**src/rtl/pa_pkg.sv**
```systemverilog
// rtl/pa_pkg.sv - primitive record and queue state shared by assembler and rasterizer
package pa_pkg;

  localparam int IV_DATAWIDTH      = 12;
  localparam int IV_DEPTH_FRACBITS = 12;

  typedef struct packed {
    logic [2:0][1:0][IV_DATAWIDTH-1:0] vertex_pixel;
    logic [2:0][IV_DEPTH_FRACBITS-1:0] vertex_z;
    logic [1:0][IV_DATAWIDTH-1:0]      bb_tl;
    logic [1:0][IV_DATAWIDTH-1:0]      bb_br;
  } primitive_t;

  typedef enum logic {
    PQ_IDLE,
    PQ_PENDING
  } pq_state_t;

endpackage

```
**src/rtl/prim_fifo_mem.sv**
```systemverilog
// rtl/prim_fifo_mem.sv - primitive storage array with registered read port
module prim_fifo_mem
  import pa_pkg::*;
#(
  parameter int DEPTH = 16,
  localparam int AW = $clog2(DEPTH)
) (
  input  logic          clk,
  input  logic          rst,
  input  logic          we,
  input  logic [AW-1:0] waddr,
  input  primitive_t    wdata,
  input  logic          re,
  input  logic [AW-1:0] raddr,
  output primitive_t    rdata
);

  primitive_t mem_q [DEPTH];
  primitive_t rdata_q;
  primitive_t rdata_d;

  always_ff @(posedge clk) begin
    if (we) begin
      mem_q[waddr] <= wdata;
    end
  end

  // A write landing on the slot being read is forwarded so a fresh head is visible next cycle.
  always_comb begin
    rdata_d = rdata_q;
    if (re) begin
      rdata_d = (we && (waddr == raddr)) ? wdata : mem_q[raddr];
    end
  end

  always_ff @(posedge clk or posedge rst) begin
    if (rst) begin
      rdata_q <= '0;
    end else begin
      rdata_q <= rdata_d;
    end
  end

  assign rdata = rdata_q;

endmodule

```
**src/rtl/primitive_queue.sv**
```systemverilog
// rtl/primitive_queue.sv - buffers assembled primitives and hands them to the rasterizer
module primitive_queue
  import pa_pkg::*;
#(
  parameter int IV_DATAWIDTH      = pa_pkg::IV_DATAWIDTH,
  parameter int IV_DEPTH_FRACBITS = pa_pkg::IV_DEPTH_FRACBITS,
  parameter int DEPTH             = 16,
  localparam int AW = $clog2(DEPTH),
  localparam int CW = AW + 1
) (
  input  logic                                   clk,
  input  logic                                   rst,
  input  logic                                   i_start,
  input  logic                                   i_dv,
  input  logic [2:0][1:0][IV_DATAWIDTH-1:0]      i_vertex_pixel,
  input  logic [2:0][IV_DEPTH_FRACBITS-1:0]      i_vertex_z,
  input  logic [1:0][IV_DATAWIDTH-1:0]           i_bb_tl,
  input  logic [1:0][IV_DATAWIDTH-1:0]           i_bb_br,
  input  logic                                   i_finished,
  output logic                                   o_valid,
  input  logic                                   i_ready,
  output logic [2:0][1:0][IV_DATAWIDTH-1:0]      o_vertex_pixel,
  output logic [2:0][IV_DEPTH_FRACBITS-1:0]      o_vertex_z,
  output logic [1:0][IV_DATAWIDTH-1:0]           o_bb_tl,
  output logic [1:0][IV_DATAWIDTH-1:0]           o_bb_br,
  output logic [CW-1:0]                          o_count,
  output logic                                   o_empty,
  output logic                                   o_full,
  output logic                                   o_overflow,
  output logic                                   o_done
);

  logic [AW-1:0] wr_ptr_q, wr_ptr_d;
  logic [AW-1:0] rd_ptr_q, rd_ptr_d;
  logic [CW-1:0] count_q, count_d;
  logic          overflow_q, overflow_d;
  pq_state_t     state_q, state_d;

  logic       push, pop, push_acc, rd_en, empty, full, done;
  primitive_t wr_prim, rd_prim;

  assign wr_prim = '{vertex_pixel: i_vertex_pixel, vertex_z: i_vertex_z,
                     bb_tl: i_bb_tl, bb_br: i_bb_br};

  assign empty    = (count_q == '0);
  assign full     = (count_q == CW'(DEPTH));
  assign push     = i_dv;
  assign pop      = !empty && i_ready;
  assign push_acc = push && (!full || pop);
  // Head register reloads only when the head changes: a pop, or the first entry into an empty queue.
  assign rd_en    = pop || (push && empty);

  always_comb begin
    wr_ptr_d   = push_acc ? wr_ptr_q + AW'(1) : wr_ptr_q;
    rd_ptr_d   = pop ? rd_ptr_q + AW'(1) : rd_ptr_q;
    count_d    = count_q;
    if (push_acc && !pop) begin
      count_d = count_q + CW'(1);
    end else if (!push_acc && pop) begin
      count_d = count_q - CW'(1);
    end
    overflow_d = (i_start ? 1'b0 : overflow_q) | (push && full && !pop);
  end

  always_comb begin
    state_d = state_q;
    done    = 1'b0;
    case (state_q)
      PQ_IDLE: begin
        if (i_finished) begin
          state_d = PQ_PENDING;
        end
      end
      PQ_PENDING: begin
        if (i_start) begin
          state_d = PQ_IDLE;
        end else if (empty && !push) begin
          state_d = PQ_IDLE;
          done    = 1'b1;
        end
      end
      default: state_d = PQ_IDLE;
    endcase
  end

  always_ff @(posedge clk or posedge rst) begin
    if (rst) begin
      wr_ptr_q   <= '0;
      rd_ptr_q   <= '0;
      count_q    <= '0;
      overflow_q <= 1'b0;
      state_q    <= PQ_IDLE;
    end else begin
      wr_ptr_q   <= wr_ptr_d;
      rd_ptr_q   <= rd_ptr_d;
      count_q    <= count_d;
      overflow_q <= overflow_d;
      state_q    <= state_d;
    end
  end

  prim_fifo_mem #(.DEPTH(DEPTH)) u_mem (
    .clk   (clk),
    .rst   (rst),
    .we    (push_acc),
    .waddr (wr_ptr_q),
    .wdata (wr_prim),
    .re    (rd_en),
    .raddr (rd_ptr_d),
    .rdata (rd_prim)
  );

  assign o_vertex_pixel = rd_prim.vertex_pixel;
  assign o_vertex_z     = rd_prim.vertex_z;
  assign o_bb_tl        = rd_prim.bb_tl;
  assign o_bb_br        = rd_prim.bb_br;
  assign o_valid        = !empty;
  assign o_count        = count_q;
  assign o_empty        = empty;
  assign o_full         = full;
  assign o_overflow     = overflow_q;
  assign o_done         = done;

endmodule

```
**config.mk**
```make
export PLATFORM = sky130hd
export DESIGN_NAME = primitive_queue
export DESIGN_NICKNAME = d
export VERILOG_FILES = /design/src/rtl/pa_pkg.sv /design/src/rtl/prim_fifo_mem.sv /design/src/rtl/primitive_queue.sv
export SDC_FILE = /design/constraint.sdc
export NUM_CORES = 2
export LEC_CHECK = 0
export CORE_MARGIN = 2
export CORE_UTILIZATION = 56
export CTS_CLUSTER_SIZE = 12
export DETAILED_ROUTE_END_ITERATION = 12
export PLACE_DENSITY = 0.74
export REMOVE_ABC_BUFFERS = 1
export SLEW_MARGIN = 20
export SYNTH_ARGS = -nofsm -noshare
export SYNTH_HDL_FRONTEND = slang
export SYNTH_SLANG_ARGS = --single-unit
```
**constraint.sdc**
```tcl
create_clock -name clk -period 11.8 [get_ports clk]
set_input_delay 1.77 -clock clk [delete_from_list [all_inputs] [get_ports clk]]
set_output_delay 1.77 -clock clk [all_outputs]
set_load 0.02 [all_outputs]
```
Word-level counts from Yosys, hierarchy flattened
Memories as Yosys holds them, arrays and structs flattened. A register that Yosys moved wholly into a read port is not among the register bits.
Cells that the tools add are included.
Widths: inputs -> output; s select.
{"block": "word_totals", "ff_bits": 15, "mem_bits_rw": 2496, "n_memories": 1}
{"block": "op_classes", "add_sub_neg": 4, "eq_ne": 1, "n_mux": 13, "bitwise_logic": 2, "n_reduce_logical": 17}
{"memory": "u_mem.mem_q", "words": 16, "word_bits": 156, "rd": 1, "rd_ports_with_merged_regs": 1, "wr": 1, "line_no": "prim_fifo_mem.sv:18", "text": "primitive_t mem_q [DEPTH];"}
{"cell": "$mux 5", "count": 2}
{"cell": "$mux 1", "count": 9}
{"cell": "$add 4x1->4 const B", "count": 2}
{"cell": "$logic_and 1x1->1", "count": 8}
{"cell": "$add 5x1->5 const B", "count": 1}
{"cell": "$eq 5x5->1 const B", "count": 1}
{"cell": "$logic_not 1->1", "count": 5}
{"cell": "$logic_not 5->1", "count": 1}
{"cell": "$sub 5x1->5 const B", "count": 1}
{"cell": "$mux 4", "count": 1}
{"cell": "$logic_or 1x1->1", "count": 2}
{"cell": "$pmux 1 s2", "count": 1}
{"cell": "$reduce_bool 2->1", "count": 1}
{"cell": "$not 1->1", "count": 1}
{"cell": "$or 1x1->1", "count": 1}

Longest topological paths before layout
{"block": "depth", "ltp_word": 9, "depth_mapped": 14, "ltp_nobuf": 12}

By module
A second synthesis with hierarchy kept.
{"block": "unflattened", "cells_unflattened": 4929, "area_unflattened_um2": 102722.3}
{"module": "prim_fifo_mem", "instances": 1, "cells_per_inst": 4845, "area_each_um2": 101821.4}
{"module": "primitive_queue", "instances": 1, "cells_per_inst": 84, "area_each_um2": 900.9}

Worst setup path after synthesis
OpenSTA, ideal clock, no wires.
{"block": "synth_path", "path_type": "input to register", "start": "in i_ready", "end": "mem u_mem.mem_q[3][0] (netlist bit) (enable)", "arrival_ps": 13067, "setup_slack_ps": -2129, "stages": 4, "cell_sequence": "inv_1 > a21oi_1 > nand2_1 > nor3_1"}
{"block": "synth_between", "elab_chain_len": 5}
{"item": "start: declaration", "line_no": "primitive_queue.sv:21", "text": "input logic i_ready,"}
{"item": "$logic_and 1x1->1", "line_no": "primitive_queue.sv:48", "text": "assign pop = !empty && i_ready;"}
{"item": "$logic_or 1x1->1", "line_no": "primitive_queue.sv:49", "text": "assign push_acc = push && (!full || pop);"}
{"item": "$logic_and 1x1->1", "line_no": "primitive_queue.sv:49"}
{"item": "via push_acc", "line_no": "primitive_queue.sv:39", "text": "logic push, pop, push_acc, rd_en, empty, full, done;"}
{"item": "$mux 1", "line_no": "prim_fifo_mem.sv:23", "text": "if (we) begin"}
{"item": "$mux 1 (not written as such)", "line_no": "prim_fifo_mem.sv:24", "text": "mem_q[waddr] <= wdata;"}
{"item": "end: declaration", "line_no": "prim_fifo_mem.sv:18"}
The timed path passes the listed nets, and every way through them passes these cells.

Worst setup path in the final report
{"block": "layout_path", "start": "in i_ready", "end": "reg u_mem.rdata[73] (netlist name)"}
{"block": "layout_between", "elab_chain_len": 2}
{"item": "$logic_and 1x1->1 *", "line_no": "primitive_queue.sv:48"}
{"item": "$mux 4 or $logic_or 1x1->1 (tied branches)", "line_no": "primitive_queue.sv:55, primitive_queue.sv:51"}
Every way passes the cells marked *; elsewhere a longest branch is shown, timed or not.
A chain may end at the register's enable or synchronous reset.

==> impl_results.md <==
* Status: finished, final reports clean
* Period utilisation layout at 0.566
* Final #Nets at 7613
* Initial antenna violation count at 52
* GRT met1 Usage at 0.396
* CTS tree: built
* Initial Utilization at 0.562
* GRT Util Overall at 0.308
* Area contributors post-synth: edfxtp_1 (67%), mux2i_1 (4.4%), dfrtp_1 (3.8%)
* Area Growth Syn to Fin at 12.7%
* Core Area at 199000 um2
* Post-cts gate resize count at 0
* Die W at 451 um
* Clk pin slew, worst setup/hold paths at 60 ps
* H-tree depth at 5
* Leak Pwr at 0.0394 uW
* First-pass DRT Iterations at 8
* Num rows at 164
* R2R Setup Slk at 5420 ps
* Cts bufs inserted at 290
* DP HPWL at 151 mm
* Hold WS at 475 ps
* Vias post-DR at 71278
* Mapped Cells at 7309
* Post-synth top area cell: edfxtp_1
* Worst Path Required at 12640 ps
* Clock skew at 45.0 ps
* Synth cell types at 77
* Share of flip-flops with an asynchronous set or reset at 0.0641
* Total gr overflow at 0
* Root Buffer: clkbuf_16
* Max-slew violation count at 0
* Final ANT Viol Nets at 0
* FMAX at 0.150 GHz
* Die area at 203000 um2
* Critical hold path startpoint: state_q
* Die span in y at 451 um
* Largest net degree at the start of global routing at 276
* VDD IR-drop max at 0.328 mV
* Crit. End Element: flip-flop
* Via density at 6.90
* Worst skew pair latency at 950 ps
* GR Util met2 at 0.502
* Critical-path maximum fanout at 107
* GR Layer Usage met3 at 0.0607
* # port buffers at 327
* Ys Warns at 0
* Placed Instances at 9803
* P per Cell Area at 259 nW/um2
* Commonest non-fill, non-tap cells in the layout: edfxtp_1 (2496), nand2_1 (696), mux2i_1 (485)
* Clock Path Buffers at 4
* Routed wire length per instance at 30.8 um
* Syn Std Cell Area at 112000 um2
* CTS Sinks at 2667
* Post-synthesis sequential element count at 2667
* Area share of the largest cell type after synthesis at 0.670
* # hold bufs at CTS at 0
* Critical R2R Capture: u_mem.rdata[143]
* Final Instance Count excl. Fillers at 10330
* Residual DRC count at 0
* Worst endpoint data arrival time at 7510 ps
* Post-route minimum period at 6680 ps
* Post-Synthesis Mean Instance Area at 15.3 um2
* Commonest non-fill, non-tap cell in the layout: edfxtp_1
* Final setup viols at 0
* Routability cong. at 0.797
* Worst slew margin at 0.137
* Layout cell share with drive strength beyond 1 at 0.101
* Vias in the first global route at 70693
* CP startpoint kind: primary input
* Worst Hold Depth at 1
* Post-synthesis sequential area ratio at 0.708
* Total Wirelength at 318 mm
* First-pass GRT wire length at 463 mm
* Path depth of the worst reg2reg path at 11
* Busiest grt layer: met2
* EDFF count, synth at 2496
* Worst-margin pin slew at 1290 ps
* Hold Path Class: flip-flop to flip-flop
* RSZ-0062 raised after global routing: no
* Final hold vios at 0
* CP Class: primary input to flip-flop
* Initial drt markers at 9618
* Crit Reg-Reg Startpoint: rd_ptr_q[0]
* Post-CTS setup buffer count at 0
* Io pins at 328
* Predominant post-synthesis flop cell: edfxtp_1
* Max_cap viols at 0
* Hold EP: state_q
[critical path, stage by stage]
cell and delay [ps]:
clkdlybuf4s50_1 820, and2_1 270, o21ai_4 70, buf_4 370, and2_4 500, inv_8 740
buf_4 990, buf_4 910, mux2i_1 200, a32oi_1 230, nand4_1 170, a21oi_1 260
[cells in the mapped netlist, types with 9 or more instances]
cell type,count
a22oi_1,55
nand2b_1,385
nand4_1,97
o21ai_0,122
nand2_1,696
edfxtp_1,2496
mux2i_1,488
mux4_2,168
mux2_2,70
o311ai_0,95
o41ai_1,95
o221ai_1,55
clkbuf_1,397
nor2_1,126
a21oi_1,206
and3_1,10
nor3_1,11
o22ai_1,257
inv_1,14
dfrtp_1,171
ha_1,9
xnor2_1,9
o211ai_1,54
nand3_1,156
o22a_1,97
a211oi_1,382
buf_1,19
a32oi_1,98
o32a_1,96
buf_2,152
o32ai_1,11
buf_4,38
a2bb2oi_1,50
[registers in the layout, summed over array words and instances, names as in the netlist]
register,count
u_mem.mem_q,2496
o_count,5
u_mem.rdata,156
o_overflow,1
rd_ptr_q,4
state_q,1
wr_ptr_q,4
[cells by family (layout without fill, tap and decap cells)]
| kind of cell | Yosys count | count (layout) | share of synthesized area |
|---|---|---|---|
| AOI/OAI and AO/OA | 1745 | 1745 | 0.115 |
| buffers and inverters | 625 | 962 | 0.0241 |
| DFF | 2667 | 2667 | 0.708 |
| xor gates and xnor gates | 14 | 14 | 0.00129 |
| and+or+nand+nor | 1522 | 1522 | 0.0652 |
| muxes | 726 | 726 | 0.0845 |
| other | 0 | 28 | 0 |
| adders and majority gates | 10 | 10 | 0.00119 |
[cell type report]
cell class / instances / area (um2)
well taps: 2656 / 3320
diodes: 28 / 70.1
multi-input cells: 4017 / 30300
flip-flops and latches: 2667 / 79200
repair buffers: 448 / 4530
clock inverters: 38 / 282
clock buffers: 459 / 8320
fillers: 13812 / 72900
inverters: 17 / 86.3
[report_power, final]
group / leakage (uW) / internal, uW / switching (uW)
clock: 0.00418 / 4860 / 3530
combinational: 0.0107 / 4290 / 7720
sequential: 0.0245 / 11600 / 699
[stage by stage]
stage / util / cell area [um2] / setup TNS, ps / setup slack (ps) / total power (uW)
CTS: 0.633 / 126000 / 0 / 5230 / 32600
global route: 0.634 / 126000 / 0 / 4760 / 33800
finish: 0.634 / 126000 / 0 / 5120 / 32700
floorplan: - / 109000 / -6202310 / -37490 / 21900
global placement: 0.590 / 117000 / 0 / 4440 / 23900
detailed placement: 0.590 / 117000 / 0 / 4270 / 24200
[worst max-delay path by stage]
stage / start / endpoint / cells after the start
2_1_floorplan: rd_ptr_q[0] / u_mem.rdata[145] / 8
3_3_place_gp: i_ready / u_mem.rdata[151] / 11
3_5_place_dp: i_ready / u_mem.rdata[151] / 11
4_1_cts: i_ready / u_mem.rdata[151] / 11
5_1_grt: i_ready / u_mem.rdata[151] / 11
6_report: i_ready / u_mem.rdata[73] / 12
[layer usage]
metal / up-vias / share of wire
met5: - / 0.00076
met4: 38 / 0.048
met3: 894 / 0.10
met2: 4607 / 0.48
met1: 36070 / 0.36
li1: 29669 / -
Power figures use the tool's default switching activity.
